`src/rtl/seg_scan_pkg.sv`:
```
// rtl/seg_scan_pkg.sv - glyph table and shared constants for the multiplexed 7-segment scanner
package seg_scan_pkg;

    localparam logic [7:0] SEG_OFF = 8'hFF;

    // Active-low a..g in bits [0..6], indexed by hex value 0..F
    localparam logic [6:0] GLYPHS [0:15] = '{
        7'h40, 7'h79, 7'h24, 7'h30, 7'h19, 7'h12, 7'h02, 7'h78,
        7'h00, 7'h10, 7'h08, 7'h03, 7'h46, 7'h21, 7'h06, 7'h0E
    };

    function automatic int idx_width(input int n);
        return (n <= 2) ? 1 : $clog2(n);
    endfunction

endpackage

```
`src/rtl/seg7_decode.sv`:
```
// rtl/seg7_decode.sv - combinational hex to active-low 7-segment decoder
module seg7_decode
    import seg_scan_pkg::*;
(
    input  logic [3:0] hex_i,
    output logic [6:0] seg_o
);

    assign seg_o = GLYPHS[hex_i];

endmodule

```
`src/rtl/seg_scan_n.sv`:
```
// rtl/seg_scan_n.sv - N-digit multiplexed 7-segment scanner with shadowed inputs, LZB, blink and PWM dimming
module seg_scan_n
    import seg_scan_pkg::*;
#(
    parameter int N_DIGITS     = 8,
    parameter int SCAN_DIV     = 131072,
    parameter int BLINK_FRAMES = 64,
    parameter int BRIGHT_BITS  = 4
) (
    input  logic                    clk,
    input  logic                    RST,
    input  logic [4*N_DIGITS-1:0]   hexs,
    input  logic [N_DIGITS-1:0]     les,
    input  logic [N_DIGITS-1:0]     points,
    input  logic [N_DIGITS-1:0]     blink,
    input  logic                    lzb,
    input  logic [BRIGHT_BITS-1:0]  bright,
    output logic [N_DIGITS-1:0]     AN,
    output logic [7:0]              SEGMENT,
    output logic                    frame_tick
);

    localparam int IW = idx_width(N_DIGITS);
    localparam int SW = (SCAN_DIV <= 2) ? 1 : $clog2(SCAN_DIV);
    localparam int BW = (BLINK_FRAMES <= 2) ? 1 : $clog2(BLINK_FRAMES);
    localparam logic [SW-1:0] SLOT_LAST  = SW'(SCAN_DIV - 1);
    localparam logic [IW-1:0] IDX_LAST   = IW'(N_DIGITS - 1);
    localparam logic [BW-1:0] BLINK_LAST = BW'(BLINK_FRAMES - 1);

    logic [1:0]              rst_sync_q;
    logic                    started_q;
    logic [SW-1:0]           slot_q;
    logic [IW-1:0]           idx_q;
    logic [BW-1:0]           blink_cnt_q;
    logic                    phase_q;
    logic [4*N_DIGITS-1:0]   hexs_q;
    logic [N_DIGITS-1:0]     les_q;
    logic [N_DIGITS-1:0]     points_q;
    logic [N_DIGITS-1:0]     blink_q;
    logic                    lzb_q;
    logic [BRIGHT_BITS-1:0]  bright_q;
    logic [N_DIGITS-1:0]     an_q;
    logic [7:0]              seg_q;
    logic                    frame_tick_q;

    logic                    run;
    logic                    frame_end;
    logic                    capture;
    logic [N_DIGITS-1:0]     lzb_mask;
    logic                    leading;
    logic [3:0]              cur_hex;
    logic                    cur_le;
    logic                    cur_pt;
    logic                    cur_blink;
    logic                    cur_lzb;
    logic [N_DIGITS-1:0]     an_sel;
    logic                    pwm_on;
    logic                    lit;
    logic [6:0]              cur_glyph;
    logic [N_DIGITS-1:0]     an_d;
    logic [7:0]              seg_d;

    assign run       = rst_sync_q[1];
    assign frame_end = started_q && (slot_q == SLOT_LAST) && (idx_q == IDX_LAST);
    // The very first capture after reset release opens frame 0 without a wrap
    assign capture   = run && (!started_q || frame_end);

    seg7_decode u_dec (
        .hex_i (cur_hex),
        .seg_o (cur_glyph)
    );

    always_comb begin
        leading   = 1'b1;
        lzb_mask  = '0;
        for (int i = N_DIGITS - 1; i >= 1; i--) begin
            leading     = leading && (hexs_q[4*i +: 4] == 4'h0);
            lzb_mask[i] = lzb_q && leading;
        end

        cur_hex   = 4'h0;
        cur_le    = 1'b0;
        cur_pt    = 1'b0;
        cur_blink = 1'b0;
        cur_lzb   = 1'b0;
        an_sel    = '1;
        for (int i = 0; i < N_DIGITS; i++) begin
            if (idx_q == IW'(i)) begin
                cur_hex   = hexs_q[4*i +: 4];
                cur_le    = les_q[i];
                cur_pt    = points_q[i];
                cur_blink = blink_q[i];
                cur_lzb   = lzb_mask[i];
                an_sel[i] = 1'b0;
            end
        end

        pwm_on = (bright_q == '1) || (slot_q[BRIGHT_BITS-1:0] < bright_q);
        lit    = started_q && cur_le && !(cur_blink && !phase_q) && !cur_lzb && pwm_on;
        an_d   = lit ? an_sel : '1;
        seg_d  = lit ? {~cur_pt, cur_glyph} : SEG_OFF;
    end

    always_ff @(posedge clk or negedge RST) begin
        if (!RST) begin
            rst_sync_q   <= 2'b00;
            started_q    <= 1'b0;
            slot_q       <= '0;
            idx_q        <= '0;
            blink_cnt_q  <= '0;
            phase_q      <= 1'b1;
            hexs_q       <= '0;
            les_q        <= '0;
            points_q     <= '0;
            blink_q      <= '0;
            lzb_q        <= 1'b0;
            bright_q     <= '0;
            an_q         <= '1;
            seg_q        <= SEG_OFF;
            frame_tick_q <= 1'b0;
        end else begin
            rst_sync_q   <= {rst_sync_q[0], 1'b1};
            frame_tick_q <= capture;
            an_q         <= an_d;
            seg_q        <= seg_d;

            if (capture) begin
                started_q <= 1'b1;
                hexs_q    <= hexs;
                les_q     <= les;
                points_q  <= points;
                blink_q   <= blink;
                lzb_q     <= lzb;
                bright_q  <= bright;
            end

            if (started_q) begin
                if (slot_q == SLOT_LAST) begin
                    slot_q <= '0;
                    if (idx_q == IDX_LAST) begin
                        idx_q <= '0;
                        if (blink_cnt_q == BLINK_LAST) begin
                            blink_cnt_q <= '0;
                            phase_q     <= ~phase_q;
                        end else begin
                            blink_cnt_q <= blink_cnt_q + 1'b1;
                        end
                    end else begin
                        idx_q <= idx_q + 1'b1;
                    end
                end else begin
                    slot_q <= slot_q + 1'b1;
                end
            end
        end
    end

    assign AN         = an_q;
    assign SEGMENT    = seg_q;
    assign frame_tick = frame_tick_q;

endmodule
```
`config.mk`:
```
export PLATFORM = sky130hd
export DESIGN_NAME = seg_scan_n
export DESIGN_NICKNAME = d
export VERILOG_FILES = /design/src/rtl/seg_scan_pkg.sv /design/src/rtl/seg7_decode.sv /design/src/rtl/seg_scan_n.sv
export SDC_FILE = /design/constraint.sdc
export NUM_CORES = 1
export LEC_CHECK = 0
export ABC_AREA = 1
export ABC_CLOCK_PERIOD_IN_PS = 3800
export CAP_MARGIN = 20
export CORE_MARGIN = 4
export CORE_UTILIZATION = 59
export DETAILED_ROUTE_END_ITERATION = 16
export HOLD_SLACK_MARGIN = 0.08
export PLACE_DENSITY = 0.85
export SLEW_MARGIN = 15
export SYNTH_ARGS = -nofsm -noshare
export SYNTH_HDL_FRONTEND = slang
export SYNTH_SLANG_ARGS = --single-unit
```
`constraint.sdc`:
```
create_clock -name clk -period 3.8 [get_ports clk]
set_input_delay 0.57 -clock clk [delete_from_list [all_inputs] [get_ports clk]]
set_output_delay 0.57 -clock clk [all_outputs]
set_load 0.005 [all_outputs]
```
==> results of run 1 <==
[cells in the mapped netlist]
library cell,instances,area share
o21ai_2,1,0.0016
inv_2,1,0.00070
o21bai_1,1,0.0014
and3_1,1,0.0012
buf_6,3,0.0063
nand2_2,4,0.0047
nor4_1,4,0.0047
or2_0,1,0.0012
o41ai_1,1,0.0016
a221oi_1,1,0.0016
ha_1,17,0.040
xor2_1,2,0.0033
nand3b_1,2,0.0028
o21ai_0,41,0.038
xnor2_1,2,0.0033
nor2_1,30,0.021
inv_1,73,0.051
nor2_2,2,0.0023
o211ai_1,2,0.0028
a31oi_1,1,0.0012
buf_2,10,0.0093
clkbuf_1,8,0.0056
nand4_1,3,0.0035
a21boi_0,1,0.0014
a21oi_4,1,0.0030
inv_6,1,0.0016
dfrtp_1,91,0.42
or2_2,2,0.0023
nand2_1,288,0.20
clkinv_1,1,0.00070
nor3_1,9,0.0084
o221a_2,2,0.0042
nand3_1,43,0.040
a41oi_1,1,0.0016
conb_1,1,0.00070
a21oi_1,19,0.018
dfstp_2,17,0.083
[layout by cell type (no fill, tap or decap), drive strengths merged]
cell type / netlist / layout
clkbuf: 8 / 11
xor2: 2 / 2
a21oi: 20 / 20
a21boi: 1 / 1
o221a: 2 / 2
o21ai: 42 / 42
o41ai: 1 / 1
ha: 17 / 17
clkdlybuf4s50: 0 / 78
dfstp: 17 / 17
a31oi: 1 / 1
nor4: 4 / 4
nand4: 3 / 3
and3: 1 / 1
nand2: 292 / 292
a41oi: 1 / 1
bufinv: 0 / 1
nand3b: 2 / 2
dfrtp: 91 / 91
buf: 13 / 6
xnor2: 2 / 2
or2: 3 / 3
clkinv: 1 / 3
nor3: 9 / 9
o21bai: 1 / 1
nand3: 43 / 43
nor2: 32 / 32
o211ai: 2 / 2
conb: 1 / 1
inv: 75 / 77
a221oi: 1 / 1
[routing by layer]
layer | track usage | up-vias | wire length, um
li1 | - | 2294 | -
met1 | 0.3276 | 2229 | 5311
met2 | 0.4397 | 181 | 6334
met3 | 0.05164 | 26 | 810
met4 | 0.06474 | 0 | 223
met5 | 0 | - | 0
[state kept, by name (all words and copies together) (netlist names), 4 cells and up]
name and cells:
bright_q 4, les_q 8, blink_q 8, slot_q 17, points_q 8, AN 8, blink_cnt_q 6, SEGMENT 8
hexs_q 32
[kinds of logic (layout without fill, tap and decap cells)]
logic type,count (synthesis),in the layout,share of synthesized area
simple gates,389,389,0.2936
flops,108,108,0.5077
buf+inv,97,176,0.07533
compound gates,72,72,0.07650
fa+ha+maj,17,17,0.03964
xor+xnor,4,4,0.006531
other cells,1,1,0.0006990
[worst register-to-register path: cells and delay by family, from the launching register on]
family	cells	cell delay, ns
AOI/OAI and AO/OA	2	0.25
adders and majority gates	1	0.16
buffers and inverters	3	0.72
DFF	1	0.40
and+or+nand+nor	4	1.31
[power groups by stage]
stage	Combinational [mW]	Sequential (mW)	Clock, mW
final	0.908	1.63	0.712
after global routing	1.05	1.66	0.763
after CTS	0.907	1.63	0.721
after detailed placement	0.894	1.64	0
after global placement	0.846	1.64	0
after floorplan	0.600	1.59	0
[final timing paths]
path	start	slack, ns	cells after the start	endpoint
max	slot_q[3]	0.83	10	hexs_q[0]
min in group clk	rst_sync_q[0]	0.36	0	rst_sync_q[1]
min reg2reg	rst_sync_q[0]	0.36	0	rst_sync_q[1]
max in group asynchronous	RST	2.67	2	AN[4]
max reg2reg	slot_q[3]	0.83	10	hexs_q[0]
min	RST	0.23	1	slot_q[13]
[cell type report]
type                       count  area (sq um)  share of cell area
clock inverter                 5         57.56            0.008960
sequential                   108          2724              0.4240
tap                          108         135.1             0.02104
multi-input combinational    483          2237              0.3483
inverter                      76         290.3             0.04519
timing repair buffer          84         838.3              0.1305
clock buffer                  11         141.4             0.02201
==> PnR_summary.wiki, run 1 <==
{| class="wikitable"
! Metric !! Value
|-
| Number of top-level pins || 80
|-
| Die area || 0.01068 sq mm
|-
| Final-report setup violation count || 0
|-
| Routed Antenna Nets || 0
|-
| Number of placed instances, taps included || roughly 860
|-
| Clock power frac || 0.219
|-
| Run status || complete, no violations
|-
| Aggregate routed wire length || roughly 13 mm
|-
| Kind of critical path || flip-flop to flip-flop
|-
| Worst setup EP type || flip-flop
|-
| GR Util All Layers || 0.2540
|-
| Clock root buffer || clkbuf_8
|-
| Share of the core filled with cells in the final layout || 0.7295
|-
| Post-Syn Instances || about 690
|-
| Filler Cell Count || 663
|-
| Total iterations of the first detailed-routing run || 7
|-
| Vertical die dimension || 103.4 um
|-
| Clk_lat worst skew || around 0.37 ns
|-
| Post-Place Worst Slack || 0.8727 ns
|-
| Number of buffer cells added on primary ports || 79
|-
| Final min period || 2.973 ns
|-
| Portion of the post-synthesis area used by sequential elements || 0.5077
|-
| Leakage component of the power || about 3.2 nW
|-
| Inserted Clock Buffers || 9
|-
| Share of cells above drive strength 1 || 0.06780
|-
| Maximum clock skew at final layout || about 0.011 ns
|-
| Comb pwr share || 0.279
|-
| Post-layout total power || 3.253 mW
|-
| Final hold violations || 0
|-
| Global-route wire length before repair || 21.22 mm
|-
| CTS Sinks || 108
|-
| Synth cell types || 37
|-
| Startpoint types || flip-flop
|-
| Combined buffer and inverter count along the critical path || 3
|-
| Top cell family by delay on the critical path || simple AND/OR/NAND/NOR gates
|-
| Number of design-rule violations left by the first detailed-router iteration || approximately 270
|-
| Number of nets produced by synthesis || 768
|-
| Max Cap Violations || 0
|-
| Placed standard-cell area || 0.006225 sq mm
|-
| Buffers from clock root to sink, at most || 2
|-
| Unrepaired setup endpoints after global routing || false
|-
| Post-CTS setup repair buffer count || 0
|-
| Number of inserted diodes || 0
|-
| Max FO, Critical Path || 24
|-
| Max VDD drop || a little under 0.0003 V
|-
| Area of the core || slightly below 0.009 sq mm
|-
| Post-synthesis register bit count || 108
|-
| Net switching power || around 1.1 mW
|-
| Data required time at the worst endpoint || 4.04 ns
|-
| Hold buffer count at CTS || 0
|-
| Slowest stage cell, crit path || nor4_1
|-
| Warning count from the yosys run || 0
|-
| RD Place Congestion || 0.8765
|-
| Achievable clock frequency || 336.3 MHz
|-
| Slew at the pin with the worst max-slew slack || 0.6787 ns
|-
| H-tree level count || 3
|-
| Post-layout net count || 842
|-
| Setup TNS Final || 0 ns
|-
| Vias in the first global route || roughly 4600
|-
| Avg Cell Area, Syn || 7.798 sq um
|-
| Part of the power in registers || 0.502
|-
| Worst path max stage delay || 0.50 ns
|-
| Pins Over Slew Limit || 0
|-
| Setup slack after layout || about 0.83 ns
|-
| TritonCTS clock tree || yes
|-
| Worst hold slack || roughly 0.23 ns
|-
| Critical path, cell by cell || inv_1, nor4_1, and3_1, ha_1, nand2_1, nor2_2, o21ai_2, inv_2, buf_4, o21ai_0
|-
| Wire length per cell after detailed routing || 14.49 um
|-
| Site row count || 34
|-
| Pin count of the biggest net entering global routing || 55
|-
| Clock Pin Slew Worst Setup and Hold Paths || around 0.1 ns
|-
| Worst hold-check path type || primary input to asynchronous set/reset pin
|-
| DRC errors left || 0
|-
| Worst slew margin || 0.5476
|-
| Sw Ratio || 0.3401
|-
| Synthesis-to-layout area growth || 19.73%
|-
| Power density over cell area || just over 500 mW/mm^2
|-
| Signal arrival time at the worst endpoint || between 3 and 4 ns
|-
| Starting density of the core || 0.6093
|-
| Design area || roughly 0.0064 sq mm
|-
| Syn Std Cell Area || 0.005365 sq mm
|-
| Non-filler instance count after layout || between 800 and 900
|-
| Vias/cell || between 5 and 6
|-
| Global route overflow || 0
|-
| Antenna violations before repair || 0
|-
| CTS-repair resized insts || 0
|-
| Total vias in the final route || 4730
|-
| Post-route fraction of the period consumed by the critical path || 0.7825
|-
| Die span in x || 103.4 um
|-
| Placed wire-length estimate || 9.240 mm
|-
| Internal power consumption || 2.147 mW
|}
No activity file was read; power rests on OpenSTA's default activity.
==> run 2: changes to the inputs <==
- ABC_CLOCK_PERIOD_IN_PS: 3800 -> 3100
- CORE_UTILIZATION: 59 -> 54
- PLACE_DENSITY: 0.85 -> 0.79
- clock period: 3.8 -> 3.1 ns (I/O delays scaled with it)
==> run 2 against run 1 <==
First-iteration DRC count fell by 1.5%. Combinational power up 22%. Sequential share of layout area down 0.51 points. Die area up 8.5%. Setup slack worse by 0.46 ns. Clock-buffer cell count down 1. Critical path type unchanged. Highest routed layer unchanged.
==> PnR_summary.wiki, run 2 (same netlist as run 1, synthesis figures left out) <==
{| class="wikitable"
! Metric !! Value
|-
| Max Cap Violations || 0
|-
| CTS-repair resized insts || 0
|-
| Post-CTS setup repair buffer count || 0
|-
| Worst setup EP type || flip-flop
|-
| Max VDD drop || 0.0004458 V
|-
| Post-route fraction of the period consumed by the critical path || 0.8803
|-
| RD Place Congestion || 0.9619
|-
| Power density over cell area || 626.2 mW/mm^2
|-
| Buffers from clock root to sink, at most || 2
|-
| Global-route wire length before repair || 21.17 mm
|-
| Placed standard-cell area || 0.006281 sq mm
|-
| Setup slack after layout || 0.3711 ns
|-
| Global route overflow || 0
|-
| Commonest cells after routing, fill and taps aside || 288 x nand2_1, 91 x dfrtp_1, 78 x clkdlybuf4s50_1, 73 x inv_1, 43 x nand3_1
|-
| Leakage component of the power || 3.255 nW
|-
| Most flops, register || hexs_q
|-
| Kind of critical path || flip-flop to flip-flop
|-
| Vertical die dimension || 107.7 um
|-
| Routed Antenna Nets || 0
|-
| Worst slew margin || 0.5992
|-
| Startpoint types || flip-flop
|-
| Share of cells above drive strength 1 || 0.06780
|-
| Placed wire-length estimate || slightly above 9 mm
|-
| Aggregate routed wire length || 12.49 mm
|-
| Filler Cell Count || about 810
|-
| Non-filler instance count after layout || 900
|-
| Number of inserted diodes || 0
|-
| Most common cell after layout, fill and taps aside || nand2_1
|-
| Final hold violations || 0
|-
| Final min period || around 2.7 ns
|-
| Site row count || 36
|-
| Total vias in the final route || 4658
|-
| Number of design-rule violations left by the first detailed-router iteration || 261
|-
| Number of top-level pins || 80
|-
| Biggest regs || hexs_q: 32 flops, slot_q: 17 flops
|-
| Area of the core || 0.009729 sq mm
|-
| TritonCTS clock tree || yes
|-
| Achievable clock frequency || 366.4 MHz
|-
| Vias/cell || about 5.2
|-
| Run status || complete, no violations
|-
| Number of buffer cells added on primary ports || 79
|-
| Register area || 0.002724 sq mm
|-
| Clock Pin Slew Worst Setup and Hold Paths || 0.10 ns
|-
| Post-Place Worst Slack || about 0.43 ns
|-
| Max FO, Critical Path || 16
|-
| Number of placed instances, taps included || 884
|-
| Unrepaired setup endpoints after global routing || false
|-
| Total iterations of the first detailed-routing run || 5
|-
| Setup TNS Final || 0 ns
|-
| DRC errors left || 0
|-
| Hold buffer count at CTS || 0
|-
| Slew at the pin with the worst max-slew slack || 0.6011 ns
|-
| Post-layout net count || 842
|-
| Signal arrival time at the worst endpoint || ~3.0 ns
|-
| Clock root buffer || clkbuf_8
|-
| Antenna violations before repair || 0
|-
| H-tree level count || 3
|-
| Design area || 0.006502 sq mm
|-
| Die span in x || between 100 and 150 um
|-
| Final-report setup violation count || 0
|-
| Multi-input combinational cell area || 0.002237 sq mm
|-
| CTS Sinks || roughly 110
|-
| Worst hold-check path type || primary input to asynchronous set/reset pin
|-
| Starting density of the core || 0.5514
|-
| Die area || 0.01159 sq mm
|-
| Flip-flop count of the largest register after layout || 32
|-
| Pin count of the biggest net entering global routing || 63
|-
| Data required time at the worst endpoint || 3.37 ns
|-
| Pins Over Slew Limit || 0
|-
| Wire length per cell after detailed routing || ~14 um
|-
| Inserted Clock Buffers || 9
|-
| Clk_lat worst skew || 0.37 ns
|-
| Vias in the first global route || 4582
|-
| Maximum clock skew at final layout || 0.01245 ns
|-
| Synthesis-to-layout area growth || 21.20%
|-
| GR Util All Layers || 0.2283
|}
-- run 2: cell types whose count changed in the layout (fill, tap and decap cells not counted), sizes merged --
cell,delta
clkinvlp,+1
bufinv,+1
clkbuf,-1
clkinv,-1
-- run 2: critical path, stage by stage, from the launching register on --
cell	delay, ns
dfrtp_1	0.41
inv_1	0.10
ha_1	0.42
inv_1	0.12
nor2_1	0.27
nand2_1	0.09
nand3_1	0.10
nand2_1	0.06
nand2_1	0.07
nand2_1	0.05
nand2_1	0.06
nand2_1	0.07
nor2_1	0.12
nand2_1	0.10
a21oi_4	0.42
nand3_1	0.17
-- run 2: path summary, 6_finish.rpt --
check / from / depth (start not counted) / slack (ns) / to
max: idx_q[1] / 15 / 0.37 / SEGMENT[3]
min: RST / 1 / 0.09 / rst_sync_q[0]
max reg2reg: idx_q[1] / 15 / 0.37 / SEGMENT[3]
min reg2reg: rst_sync_q[0] / 0 / 0.37 / rst_sync_q[1]
max in group asynchronous: RST / 2 / 2.24 / SEGMENT[0]
min in group clk: rst_sync_q[0] / 0 / 0.37 / rst_sync_q[1]
-- run 2: area by class of cell --
| cell class | count | share of cell area |
|---|---|---|
| inverters | 76 | 0.04464 |
| flip-flops and latches | 108 | 0.4189 |
| well taps | 133 | 0.02559 |
| clock buffers | 10 | 0.01963 |
| clock inverters | 6 | 0.01443 |
| multi-input cells | 483 | 0.3440 |
| repair buffers | 84 | 0.1328 |
-- run 2: metal layers --
layer | GRT usage | part of all wire | wire length [um]
met2 | 0.3841 | 0.49 | 6182
met4 | 0.05591 | 0.013 | 166
met3 | 0.04319 | 0.059 | 733
met5 | 0 | 0 | 0
met1 | 0.3062 | 0.43 | 5410
-- run 2: power by group --
group / internal (mW) / switching [mW]
Sequential: 1.77 / 0.241
Combinational: 0.460 / 0.651
Clock: 0.463 / 0.483
-- run 2: per-stage QoR --
stage | hold WS, ns | power, mW | utilization
final | 0.09116 | 4.072 | 0.6683
after global routing | 0.1134 | 4.377 | 0.6683
after global placement | 0.3321 | 3.076 | 0.6456
after floorplan | 0.1694 | 2.689 | -
after detailed placement | 0.3549 | 3.129 | 0.6456
after CTS | 0.1091 | 4.083 | 0.6683
